<file path="config.mk">
export PLATFORM = sky130hd
export DESIGN_NAME = bin2bcd_seq_flat
export DESIGN_NICKNAME = d
export VERILOG_FILES = /design/src/rtl/bin2bcd_pkg.sv /design/src/rtl/bin2bcd_seq_if.sv /design/src/rtl/bcd_digit_cell.sv /design/src/rtl/bin2bcd_seq.sv /design/src/flat_wrapper.sv
export SDC_FILE = /design/constraint.sdc
export NUM_CORES = 1
export LEC_CHECK = 0
export CORE_ASPECT_RATIO = 1.1
export CORE_MARGIN = 2
export CORE_UTILIZATION = 45
export DETAILED_ROUTE_END_ITERATION = 10
export GPL_TIMING_DRIVEN = 0
export PLACE_DENSITY = 0.77
export SYNTH_ARGS = -nofsm -noshare
export SYNTH_HDL_FRONTEND = slang
export SYNTH_SLANG_ARGS = --single-unit
export TNS_END_PERCENT = 5
</file>
<file path="constraint.sdc">
create_clock -name CLK -period 3.8 [get_ports CLK]
set_input_delay 0.76 -clock CLK [delete_from_list [all_inputs] [get_ports CLK]]
set_output_delay 0.76 -clock CLK [all_outputs]
set_load 0.02 [all_outputs]
</file>
<file path="src/rtl/bin2bcd_pkg.sv">
// Shared types and constants for the sequential binary-to-BCD converter.
package bin2bcd_pkg;

  typedef enum logic [1:0] {
    S_IDLE  = 2'b00,
    S_SHIFT = 2'b01,
    S_DONE  = 2'b10
  } state_e;

  localparam logic [3:0] BCD_ADJ_THRESH = 4'd5;
  localparam logic [3:0] BCD_ADJ        = 4'd3;

  // Decimal digits needed to hold the largest unsigned value of the given width.
  function automatic int unsigned min_digits(input int unsigned width);
    logic [63:0] v;
    int unsigned n;
    v = (64'd1 << width) - 64'd1;
    n = 0;
    do begin
      n++;
      v = v / 64'd10;
    end while (v != 64'd0);
    return n;
  endfunction

endpackage

</file>
<file path="src/rtl/bin2bcd_seq_if.sv">
// Handshake bus of bin2bcd_seq: producer side (in_*/bin) and consumer side (out_*/bcd).
interface bin2bcd_seq_if #(
  parameter int unsigned DATA_WIDTH = 16,
  parameter int unsigned DIGITS     = 5
);

  logic                    in_valid;
  logic                    in_ready;
  logic [DATA_WIDTH-1:0]   bin;
  logic                    out_valid;
  logic                    out_ready;
  logic [4*DIGITS-1:0]     bcd;
  logic                    sign;
  logic                    overflow;

  modport master (
    output in_valid, bin, out_ready,
    input  in_ready, out_valid, bcd, sign, overflow
  );

  modport slave (
    input  in_valid, bin, out_ready,
    output in_ready, out_valid, bcd, sign, overflow
  );

endinterface

</file>
<file path="src/rtl/bcd_digit_cell.sv">
// One BCD digit of the double-dabble chain: add-3 correction, then shift left by one.
module bcd_digit_cell
  import bin2bcd_pkg::*;
(
  input  logic [3:0] digit,
  input  logic       shift_in,
  output logic [3:0] digit_next,
  output logic       carry_out
);

  logic [3:0] adj;

  always_comb begin
    adj        = (digit >= BCD_ADJ_THRESH) ? digit + BCD_ADJ : digit;
    digit_next = {adj[2:0], shift_in};
    carry_out  = adj[3];
  end

endmodule

</file>
<file path="src/rtl/bin2bcd_seq.sv">
// Handshaked double-dabble binary-to-BCD converter, one input bit per clock.
// Define BIN2BCD_SIGNED_EN to treat bin as two's complement and report sign separately.
module bin2bcd_seq
  import bin2bcd_pkg::*;
#(
  parameter int unsigned DATA_WIDTH = 16,
  parameter int unsigned DIGITS     = 5
) (
  input  logic           CLK,
  input  logic           RST,
  bin2bcd_seq_if.slave   bus
);

  localparam int unsigned CNT_W = $clog2(DATA_WIDTH);
  localparam int unsigned BCD_W = 4 * DIGITS;

  state_e                state_q, state_d;
  logic [CNT_W-1:0]      cnt_q, cnt_d;
  logic [DATA_WIDTH-1:0] sr_q, sr_d;
  logic [BCD_W-1:0]      dig_q, dig_d, dig_shift;
  logic                  ovf_q, ovf_d;
  logic                  sign_q, sign_d;
  logic [DIGITS:0]       carry;
  logic [DATA_WIDTH-1:0] load_val;
  logic                  sign_load;
  logic                  last_bit;

`ifdef BIN2BCD_SIGNED_EN
  // Magnitude is taken DATA_WIDTH wide so the most-negative value maps to 2^(DATA_WIDTH-1).
  assign sign_load = bus.bin[DATA_WIDTH-1];
  assign load_val  = sign_load ? ({DATA_WIDTH{1'b0}} - bus.bin) : bus.bin;
`else
  assign sign_load = 1'b0;
  assign load_val  = bus.bin;
`endif

  assign last_bit = (cnt_q == CNT_W'(DATA_WIDTH - 1));
  assign carry[0] = sr_q[DATA_WIDTH-1];

  for (genvar k = 0; k < DIGITS; k++) begin : g_digit
    bcd_digit_cell u_cell (
      .digit      (dig_q[4*k +: 4]),
      .shift_in   (carry[k]),
      .digit_next (dig_shift[4*k +: 4]),
      .carry_out  (carry[k+1])
    );
  end

  always_ff @(posedge CLK or negedge RST) begin
    if (!RST) begin
      state_q <= S_IDLE;
    end else begin
      state_q <= state_d;
    end
  end

  always_comb begin
    state_d = state_q;
    unique case (state_q)
      S_IDLE:  if (bus.in_valid)  state_d = S_SHIFT;
      S_SHIFT: if (last_bit)      state_d = S_DONE;
      S_DONE:  if (bus.out_ready) state_d = S_IDLE;
      default:                    state_d = S_IDLE;
    endcase
  end

  always_comb begin
    bus.in_ready  = (state_q == S_IDLE);
    bus.out_valid = (state_q == S_DONE);
    bus.bcd       = dig_q;
    bus.sign      = sign_q;
    bus.overflow  = ovf_q;
  end

  always_comb begin
    cnt_d  = cnt_q;
    sr_d   = sr_q;
    dig_d  = dig_q;
    ovf_d  = ovf_q;
    sign_d = sign_q;
    case (state_q)
      S_IDLE: begin
        if (bus.in_valid) begin
          sr_d   = load_val;
          dig_d  = '0;
          ovf_d  = 1'b0;
          sign_d = sign_load;
          cnt_d  = '0;
        end
      end
      S_SHIFT: begin
        sr_d  = {sr_q[DATA_WIDTH-2:0], 1'b0};
        dig_d = dig_shift;
        // A bit leaving the top digit means the value needs more digits than we have.
        ovf_d = ovf_q | carry[DIGITS];
        cnt_d = last_bit ? '0 : cnt_q + 1'b1;
      end
      default: ;
    endcase
  end

  always_ff @(posedge CLK or negedge RST) begin
    if (!RST) begin
      cnt_q  <= '0;
      dig_q  <= '0;
      ovf_q  <= 1'b0;
      sign_q <= 1'b0;
    end else begin
      cnt_q  <= cnt_d;
      dig_q  <= dig_d;
      ovf_q  <= ovf_d;
      sign_q <= sign_d;
    end
  end

  // Operand shift register is always loaded before use, so it carries no reset.
  always_ff @(posedge CLK) begin
    sr_q <= sr_d;
  end

endmodule
</file>
<file path="src/flat_wrapper.sv">
// flat-port wrapper written by rule: the top's interface ports become plain ports
module bin2bcd_seq_flat import bin2bcd_pkg::*;
#(
  parameter int unsigned DATA_WIDTH = 16,
  parameter int unsigned DIGITS     = 5
)
  (CLK, RST, bus_in_valid, bus_bin, bus_out_ready, bus_in_ready, bus_out_valid, bus_bcd, bus_sign, bus_overflow);
  bin2bcd_seq_if #(.DATA_WIDTH(DATA_WIDTH), .DIGITS(DIGITS)) bus_i ();
  input  logic CLK;
  input  logic RST;
  input wire logic [$bits(bus_i.in_valid)-1:0] bus_in_valid;
  input wire logic [$bits(bus_i.bin)-1:0] bus_bin;
  input wire logic [$bits(bus_i.out_ready)-1:0] bus_out_ready;
  output wire logic [$bits(bus_i.in_ready)-1:0] bus_in_ready;
  output wire logic [$bits(bus_i.out_valid)-1:0] bus_out_valid;
  output wire logic [$bits(bus_i.bcd)-1:0] bus_bcd;
  output wire logic [$bits(bus_i.sign)-1:0] bus_sign;
  output wire logic [$bits(bus_i.overflow)-1:0] bus_overflow;
  assign bus_i.in_valid = bus_in_valid;
  assign bus_i.bin = bus_bin;
  assign bus_i.out_ready = bus_out_ready;
  assign bus_in_ready = bus_i.in_ready;
  assign bus_out_valid = bus_i.out_valid;
  assign bus_bcd = bus_i.bcd;
  assign bus_sign = bus_i.sign;
  assign bus_overflow = bus_i.overflow;
  bin2bcd_seq #(.DATA_WIDTH(DATA_WIDTH), .DIGITS(DIGITS)) u_core (.CLK(CLK), .RST(RST), .bus(bus_i));
endmodule
</file>
==> flow_metrics.py <==
metrics = {
    "finish": {
        "n_antenna_cell": 0,
        "layout_common_cells": "58 x nand2_1, 41 x clkdlybuf4s50_1, 27 x dfrtp_1, 23 x inv_1, 16 x edfxtp_1",
        "syn2layout_area_growth_pct": 25.4,
        "nets": 302,
        "layout-drive-gt1-share": 0.103,
        "fillCellCount": 425,
        "final_common_cell": "nand2_1",
        "stdcell_area_um2": 2940,
    },
    "detailed_routing": {
        "drc": 0,
        "drtPass1Iterations": 4,
        "ant_nets": 0,
        "vias": 1822,
        "drt_iter0_drc": 126,
        "routedWlPerCell_um": 15.3,
        "viasPerCell": 5.52,
        "routed_wl_um": 5040,
    },
    "logic_synthesis": {
        "syn_area_um2": 2340,
        "synth_seq_cells": 43,
        "ys_async_sr_fraction": 0.628,
        "synthesis.nets": 253,
        "synth_warnings": 0,
        "syn_inst": 222,
        "netlist-cell-type-count": 34,
        "synth_ff_type": "dfrtp_1",
        "synth_top_area_share": 0.288,
        "synth-edff-count": 16,
        "synth.largest_area_cell": "dfrtp_1",
        "synth_top_cells_by_area": "dfrtp_1 29%, edfxtp_1 21%, nand2_1 9.3%",
        "avgSynthCellArea_um2": 10.6,
        "ys_seq_area_frac": 0.493,
    },
    "setup_path": {
        "rr_worst_depth": 5,
        "cp_cell_sequence": "and2b_1 -> clkdlybuf4s50_1",
        "cp-start-kind": "register",
        "cp_top_family": "buffers and inverters",
        "crit_path_max_fanout": 7,
        "required_ns": 3.04,
        "max_stage_delay_ns": 0.60,
        "cp_num_buf_inv": 1,
        "arrival_ns": 1.62,
        "reg2reg_slack_ns": 2.25,
        "path_class": "reg2out",
        "crit_path_end_kind": "primary output",
        "timing.rr.start": "u_core.bus.bcd[4]",
        "cp.depth": 2,
        "r2r_end": "u_core.bus.bcd[8]",
        "slowest_stage": "clkdlybuf4s50_1",
    },
    "placed_design": {
        "post-place-ws_ns": 1.47,
        "hpwl_um": 3520,
        "port_buffers": 42,
        "finalWeightedCongestion": 0.785,
        "place_area_um2": 2840,
    },
    "timing": {
        "finalClockSkew_ns": 0.00897,
        "hold_viol_final": 0,
        "slew_headroom": 0.584,
        "setup_tns_ns": 0,
        "timing.fmax_mhz": 421,
        "layout_setup_ws_ns": 1.42,
        "setup_violations": 0,
        "tightest_slew_ns": 0.624,
        "rsz0062_at_grt": "false",
        "layout_min_cycle_time_ns": 2.38,
        "drv_slew": 0,
        "finalCritPeriodShare": 0.625,
    },
    "cts": {
        "cts_hold_buffers": 0,
        "clk_latency_ns": 0.30,
        "cts_made_buffers": 5,
        "cts_resized": 0,
        "h-tree-depth": 2,
        "clk_pin_slew_worst_paths_ns": 0.08,
        "cts_tree": "yes",
        "clockBufferDepth": 2,
        "clock_sinks": 43,
        "post_cts_buffers": 0,
        "root_buffer": "clkbuf_8",
    },
    "floorplan": {
        "rows": 27,
        "die_w_um": 72.8,
        "die_h_um": 79.7,
        "core_area_um2": 5000,
        "start_util": 0.469,
        "die-area_um2": 5800,
        "io_pins": 44,
    },
    "pwr": {
        "p_leak_nw": 1.28,
        "vdd.ir_drop.worst_v": 0.000402,
        "p_per_area_nw_per_um2": 898,
    },
    "global_routing": {
        "grt_max_degree": 28,
        "grt_pass1_wl_um": 8380,
        "first_global_vias": 1787,
        "antenna_found_initial": 0,
        "busiest_layer": "met2",
        "grtUsageMet3": 0.0391,
        "use_met1": 0.241,
        "track_usage": 0.188,
        "gr-total-overflow": 0,
        "met2_usage": 0.311,
    },
    "worst_hold_path": {
        "min_path_type": "in2async",
    },
    "job": {
        "drv_cap": 0,
    },
    "run_status": {
        "outcome": "completed",
    },
}
## layout make-up
| type | instances | area (µm²) | share of cell area |
|---|---|---|---|
| timing repair buffer | 42 | 415 | 0.141 |
| tap | 58 | 72.6 | 0.0247 |
| buffer | 10 | 92.6 | 0.0315 |
| inverter | 24 | 92.6 | 0.0315 |
| sequential | 43 | 1160 | 0.394 |
| clock buffer | 7 | 76.3 | 0.0260 |
| clock inverter | 1 | 30.0 | 0.0102 |
| multi-input combinational | 145 | 1000 | 0.341 |
## worst max path at each step
stage,startpoint,end,slack [ns]
after floorplan,u_core.state_q[0],bus_out_valid,2.27
after global placement,RST,u_core.bus.bcd[1],1.51
after detailed placement,RST,u_core.bus.bcd[2],1.47
after CTS,u_core.state_q[0],bus_out_valid,1.42
after global routing,u_core.state_q[0],bus_out_valid,1.34
final,u_core.state_q[0],bus_out_valid,1.42
## cell families after synthesis
family                   count (synthesis)  share of synthesized area
buffers and inverters                   34                     0.0790
adder cells (fa/ha/maj)                 11                     0.0587
AND/OR/NAND/NOR                         71                      0.130
AO/OA/AOI/OAI                           57                      0.218
XOR/XNOR                                 5                     0.0187
flip-flops                              43                      0.493
other                                    1                    0.00160
## cell usage after synthesis (3+ instances only)
cell type  number
o311ai_1        5
dfrtp_1        27
xnor2_1         5
a32o_1          5
o21ai_0         6
buf_6           6
nor2b_1         6
o21a_1          5
o32ai_1         3
ha_1           11
edfxtp_1       16
a22o_1          3
o31ai_1         6
o2111ai_1      10
inv_1          23
nand2_1        58
o221ai_2        5
## report_power, final
group,internal (mW),switching [mW]
logic,0.634,0.758
registers,0.736,0.163
clock network,0.197,0.150
## state kept, by name (all words and copies together) (netlist names)
signal	count
u_core.state_q	2
u_core.sr_q	16
u_core.bus.bcd	20
u_core.cnt_q	4
u_core.bus.overflow	1
## metal layers
metal | vias up | part of all wire
met2 | 55 | 0.49
met4 | 0 | 0.010
met5 | - | 0
met3 | 4 | 0.056
met1 | 876 | 0.44
li1 | 887 | -
## worst reg2reg max path, stage by stage, from the launching register on
cell and delay, ns:
dfrtp_1 0.41, inv_1 0.10, ha_1 0.25, nor2b_1 0.17, o21a_1 0.21, o32ai_1 0.30
## metrics by stage
stage               hold slack (ns)   util  cells  power [mW]
detailed placement            0.475  0.567    322        2.30
floorplan                     0.431      -    222        1.85
finish                        0.468  0.588    330        2.64
global route                  0.515  0.588    330        2.84
CTS                           0.487  0.589    330        2.66
global placement              0.451  0.567    322        2.26
(Power assumes the default switching activity.)
==> patch 1: new RTL, config.mk and constraints unchanged <==
`DATA_WIDTH` is set to 16 in 3 places; all go to 32.
--- a/src/rtl/bin2bcd_seq_if.sv
+++ b/src/rtl/bin2bcd_seq_if.sv
@@ -1,6 +1,6 @@
 // Handshake bus of bin2bcd_seq: producer side (in_*/bin) and consumer side (out_*/bcd).
 interface bin2bcd_seq_if #(
-  parameter int unsigned DATA_WIDTH = 16,
+  parameter int unsigned DATA_WIDTH = 32,
   parameter int unsigned DIGITS     = 5
 );
 
--- a/src/rtl/bin2bcd_seq.sv
+++ b/src/rtl/bin2bcd_seq.sv
@@ -3,7 +3,7 @@
 module bin2bcd_seq
   import bin2bcd_pkg::*;
 #(
-  parameter int unsigned DATA_WIDTH = 16,
+  parameter int unsigned DATA_WIDTH = 32,
   parameter int unsigned DIGITS     = 5
 ) (
   input  logic           CLK,
--- a/src/flat_wrapper.sv
+++ b/src/flat_wrapper.sv
@@ -1,7 +1,7 @@
 // flat-port wrapper written by rule: the top's interface ports become plain ports
 module bin2bcd_seq_flat import bin2bcd_pkg::*;
 #(
-  parameter int unsigned DATA_WIDTH = 16,
+  parameter int unsigned DATA_WIDTH = 32,
   parameter int unsigned DIGITS     = 5
 )
   (CLK, RST, bus_in_valid, bus_bin, bus_out_ready, bus_in_ready, bus_out_valid, bus_bcd, bus_sign, bus_overflow);
Interface: changed (resized bus_bin); port bits go from 44 to 60. No check against the original RTL was run, so the function may have changed too.
==> patch 1 against the original RTL <==
Combinational power grew 13%. Utilization grew 1.2 points. Via count grew 30%. Design area grew 35%. Global-route usage grew 0.11 points. Final cell count grew 38%. First-iteration DRC count shrank 4.8%. Worst setup slack lost 0.016 ns. Area after synthesis grew 31%. Routed wire length grew 34%. Power grew 31%. Sequential cell count grew 17.
==> patch 1: results (changes against the original RTL) <==
stage,metric,value,unit,change
status,status,"complete, no violations",,
layout,drive_above_1_share,8.80,%,-1.5 points
setup_path,worstReg2RegStart,u_core.state_q[1]$_DFFE_PN0P_,,
detailed_routing,dr_total_vias,2375,,+30%
timing,timing_worst_slew_pin_value,0.888,ns,+0.264 ns
global_route,via_count_of_the_first_global_routing_pass,2295,,+28%
synth,register_area_share_after_synthesis,54.3,%,+4.9 points
placed_design,gp_congestion,0.799,,+1.8%
pwr,total_leakage_power,1.78,nW,+39%
placed_design,numPortBuffers,58,,+38%
setup_path,cp.arrival,2.36,ns,+0.74 ns
pwr,vdd.ir_drop.worst,0.000484,V,+20%
timing,clock-skew-final,0.00788,ns,-0.00109 ns
synth,postSynthNetCount,349,,+38%
layout,filler_cell_count,582,,+37%
detailed_routing,avgRoutedWirePerCell,14.8,um,-3.4%
placed_design,placedInstanceArea,0.00374,mm2,+32%
global_route,grt_usage,18.9,%,+0.11 points
layout,nets,418,,+38%
detailed_routing,detail_route.vias_per_cell,5.20,,-5.9%
synth,main_synth_ff_type,sky130_fd_sc_hd__edfxtp_1,,
layout,flip_flop_count_of_the_largest_register_all_copies_and_words_added,32,,+60%
setup_path,timing.critical_path.from,bus_in_valid,,
synth,synth.top_cells.by_count,"sky130_fd_sc_hd__nand2_1 (107), sky130_fd_sc_hd__edfxtp_1 (32), sky130_fd_sc_hd__dfrtp_1 (28)",,
clock_tree,clock_tree.htree_level_count,3,,+1
global_route,wire_length_of_the_first_global_routing_pass,10700,um,+27%
hold_path,hold_path.class,in -> async,,
placed_design,pre_cts_ws,1.01,ns,-0.460 ns
pwr,internal-power,2.15,mW,+37%
synth,synth_enable_flop_cells,32,,+16
detailed_routing,drtIter0Drc,120,,-4.8%
clock_tree,clock_latency_of_the_later_clocked_register_in_the_worst_skew_pair,0.35,ns,+0.05 ns
synth,synthCells,301,,+36%
placed_design,placed_cells_incl_taps,441,,+37%
synth,synthTopCellsByArea,"sky130_fd_sc_hd__edfxtp_1 (31%), sky130_fd_sc_hd__dfrtp_1 (23%), sky130_fd_sc_hd__nand2_1 (13%), sky130_fd_sc_hd__ha_1 (4.9%), sky130_fd_sc_hd__o2111ai_1 (2.9%)",,
setup_path,path_max_fanout,41,,+34
[patch 1: cell types whose count changed after synthesis, moves of 3 or more]
| cell | delta |
|---|---|
| sky130_fd_sc_hd__buf_2 | +3 |
| sky130_fd_sc_hd__edfxtp_1 | +16 |
| sky130_fd_sc_hd__nand2_1 | +49 |
| sky130_fd_sc_hd__o211ai_1 | +4 |
| sky130_fd_sc_hd__o221ai_1 | +5 |
| sky130_fd_sc_hd__o221ai_2 | -5 |
| sky130_fd_sc_hd__o311ai_1 | -5 |
| sky130_fd_sc_hd__or2b_1 | +6 |
[patch 1: critical path: stages]
cell and delay (ns):
sky130_fd_sc_hd__clkdlybuf4s50_1 0.51, sky130_fd_sc_hd__o21bai_1 0.08, sky130_fd_sc_hd__inv_1 0.24, sky130_fd_sc_hd__buf_2 0.77
[patch 1: cells by family (layout without fill, tap and decap cells)]
logic type | Yosys count | count (layout) | synth area share (%)
compound gates | 55 | 55 | 14.1
xor+xnor | 5 | 5 | 1.43
fa+ha+maj | 12 | 12 | 4.90
buf+inv | 38 | 112 | 6.95
flops | 60 | 60 | 54.3
mux | 2 | 2 | 0.654
other cells | 1 | 1 | 0.122
simple gates | 128 | 128 | 17.6
[patch 1: layout make-up]
cell class	instances	area [um2]	share of cell area (%)
Clock inverter	7	91.3	2.31
Sequential cell	60	1660	42.0
Inverter	23	86.3	2.18
Clock buffer	9	124	3.13
Tap cell	82	103	2.59
Timing Repair Buffer	58	576	14.6
Multi-Input combinational cell	203	1190	30.0
Buffer	15	126	3.20
[patch 1: per-layer routing]
metal | up-vias | track usage (%) | share of wire, %
met5 | - | 0 | 0
li1 | 1176 | - | -
met2 | 59 | 30.2 | 48
met4 | 0 | 8.47 | 1.3
met1 | 1132 | 23.7 | 45
met3 | 8 | 5.10 | 5.1
[patch 1: power groups by stage]
| stage | logic [mW] | registers [mW] | clock network [mW] |
|---|---|---|---|
| 6_report | 1.57 | 1.27 | 0.629 |
| 5_1_grt | 1.73 | 1.30 | 0.671 |
| 4_1_cts | 1.58 | 1.27 | 0.641 |
| 3_5_place_dp | 1.57 | 1.28 | 0 |
| 3_3_place_gp | 1.52 | 1.27 | 0 |
| 2_1_floorplan | 0.979 | 1.34 | 0 |
[patch 1: worst paths after layout]
kind	to	depth (start not counted)	slack, ns
max in group asynchronous	u_core.bus.bcd[2]$_DFFE_PN0P_	1	2.94
max	u_core.sr_q[20]$_DFFE_PP_	4	1.41
min in group CLK	u_core.bus.bcd[0]$_DFFE_PN0P_	2	0.47
max reg2reg	u_core.sr_q[20]$_DFFE_PP_	4	1.75
min reg2reg	u_core.bus.bcd[0]$_DFFE_PN0P_	2	0.47
min	u_core.bus.bcd[5]$_DFFE_PN0P_	1	0.43
==> patch 2: new RTL, config.mk and constraints unchanged <==
Made on the original files. Reset style: synchronous (`RST`), changed in 2 clocked blocks.
--- a/src/rtl/bin2bcd_seq.sv
+++ b/src/rtl/bin2bcd_seq.sv
@@ -46,7 +46,7 @@
     );
   end
 
-  always_ff @(posedge CLK or negedge RST) begin
+  always_ff @(posedge CLK) begin
     if (!RST) begin
       state_q <= S_IDLE;
     end else begin
@@ -99,7 +99,7 @@
     endcase
   end
 
-  always_ff @(posedge CLK or negedge RST) begin
+  always_ff @(posedge CLK) begin
     if (!RST) begin
       cnt_q  <= '0;
       dig_q  <= '0;
Function: differs if RST is asserted again (counterexample within 4 cycles, from zero or initial values and one cycle with RST low); with RST held inactive, the same outputs for 10 cycles.
==> patch 2 against the original RTL <==
Utilization down 0.57 points. Die area decreased by 2.5%. Final cell count increased by 7.3%. Critical endpoint unchanged. Routed wire length up 2.2%. First-iteration DRC count increased by 2.4%. Design area fell by 2.3%. Sequential cell count is the same. Synthesized cell count increased by 11%. Worst setup slack got worse by 0.024 ns. Area after synthesis fell by 2.7%. Critical path type unchanged. Worst hold slack better by 0.019 ns. Global-route usage rose by 0.096 points.
Power is not compared: it rests on default switching activity, and its combinational part moved more than twofold at a synthesized area within 25%.
==> patch 2: results (changes against the original RTL) <==
stage,metric,value,unit,change
status,status,"complete, no violations",,
synth,post_synth_cell_types,36,,+5.9%
placed_design,place_hpwl,3530,um,+0.28%
setup_path,path_max_fanout,10,,+3
placed_design,placedInstanceArea,0.00276,mm2,-2.6%
global_route,grt_usage,18.9,%,+0.096 points
layout,drive_above_1_share,7.77,%,-2.5 points
synth,main_synth_ff_type,sky130_fd_sc_hd__dfxtp_1,,
global_route,via_count_of_the_first_global_routing_pass,1822,,+2.0%
synth,synthCells,247,,+11%
setup_path,ff2ff_setup_slack,2.14,ns,-0.11 ns
global_route,wire_length_of_the_first_global_routing_pass,8430,um,+0.57%
synth,async_flop_share,0,%,-63 points
placed_design,gp_congestion,0.842,,+7.2%
synth,register_area_share_after_synthesis,44.8,%,-4.6 points
synth,postSynthNetCount,278,,+9.9%
detailed_routing,detail_route.vias_per_cell,5.62,,+1.9%
synth,synth.top_cells.by_count,"sky130_fd_sc_hd__nand2_1 (49), sky130_fd_sc_hd__dfxtp_1 (27), sky130_fd_sc_hd__nand3_1 (26)",,
timing,clock-skew-final,0.00993,ns,+0.000961 ns
layout,filler_cell_count,436,,+2.6%
setup_path,cp.arrival,1.64,ns,+0.02 ns
placed_design,pre_cts_ws,1.44,ns,-0.0248 ns
detailed_routing,totalWireLength,5150,um,+2.2%
placed_design,numPortBuffers,41,,-2.4%
global_route,grt_start_max_net_pins,18,,-36%
synth,synthTopCellsByArea,"sky130_fd_sc_hd__dfxtp_1 (24%), sky130_fd_sc_hd__edfxtp_1 (21%), sky130_fd_sc_hd__nand2_1 (8.1%), sky130_fd_sc_hd__ha_1 (6.0%), sky130_fd_sc_hd__nand3_1 (5.7%)",,
layout,nets,326,,+7.9%
patch 2: cell types whose count changed after synthesis, sizes merged, moves of 6 or more:
cell and delta:
nand3 +26, nand2b +6, o2111ai -10, a21boi +8, nand2 -9, inv -13
a2111o +10, o211ai +9, dfxtp +27, dfrtp -27
patch 2: routing by layer:
metal	wire length (um)	track usage (%)	vias to the layer above
met4	50	5.28	0
met1	2340	24.0	950
met5	0	0	-
met2	2490	31.9	55
li1	-	-	980
met3	277	4.62	6
patch 2: cells by family (layout without fill, tap and decap cells):
logic type,Yosys count,count (layout),share of synthesized area [%]
AOI/OAI and AO/OA,55,55,18.4
xor gates and xnor gates,4,4,1.54
adders and majority gates,11,11,6.03
buffers and inverters,26,75,5.27
DFF,43,43,44.8
other,1,1,0.164
and+or+nand+nor,107,107,23.8
patch 2: power breakdown:
part / internal, mW / switching [mW]
Clock: 0.197 / 0.156
Combinational: 0.0462 / 0.0632
Sequential: 0.505 / 0.00795
Total: 0.748 / 0.228
patch 2: worst max-delay path, cell delays in order, from the launching register on:
cell                              delay [ns]
sky130_fd_sc_hd__dfxtp_1                0.37
sky130_fd_sc_hd__buf_6                  0.15
sky130_fd_sc_hd__nor2b_1                0.19
sky130_fd_sc_hd__clkdlybuf4s50_1        0.63
patch 2: worst max path at each step:
stage                                   startpoint                         endpoint  slack [ns]  cells after the start
global placement                      bus_in_valid     u_core.cnt_q[2]$_SDFFE_PN0P_        1.50                      5
detailed placement                    bus_in_valid     u_core.cnt_q[2]$_SDFFE_PN0P_        1.44                      5
CTS                 u_core.state_q[1]$_SDFFE_PN0P_                    bus_out_valid        1.38                      3
floorplan                                      RST  u_core.bus.bcd[17]$_SDFFE_PN0P_        2.17                      5
finish              u_core.state_q[1]$_SDFFE_PN0P_                    bus_out_valid        1.40                      3
global route        u_core.state_q[1]$_SDFFE_PN0P_                    bus_out_valid        1.31                      3
patch 2: layout make-up:
class / instances / area (um2) / share of cell area (%)
multi-input combinational: 178 / 1140 / 39.7
sequential: 43 / 1020 / 35.6
timing repair buffer: 41 / 410 / 14.3
buffer: 15 / 78.8 / 2.75
clock buffer: 7 / 76.3 / 2.66
tap: 58 / 72.6 / 2.53
inverter: 11 / 41.3 / 1.44
clock inverter: 1 / 30.0 / 1.05
patch 2: per-stage QoR:
| stage | power (mW) | hold slack, ns |
|---|---|---|
| global placement | 0.630 | 0.461 |
| global route | 1.02 | 0.505 |
| detailed placement | 0.633 | 0.471 |
| floorplan | 0.588 | 0.444 |
| CTS | 0.985 | 0.482 |
| finish | 0.976 | 0.487 |
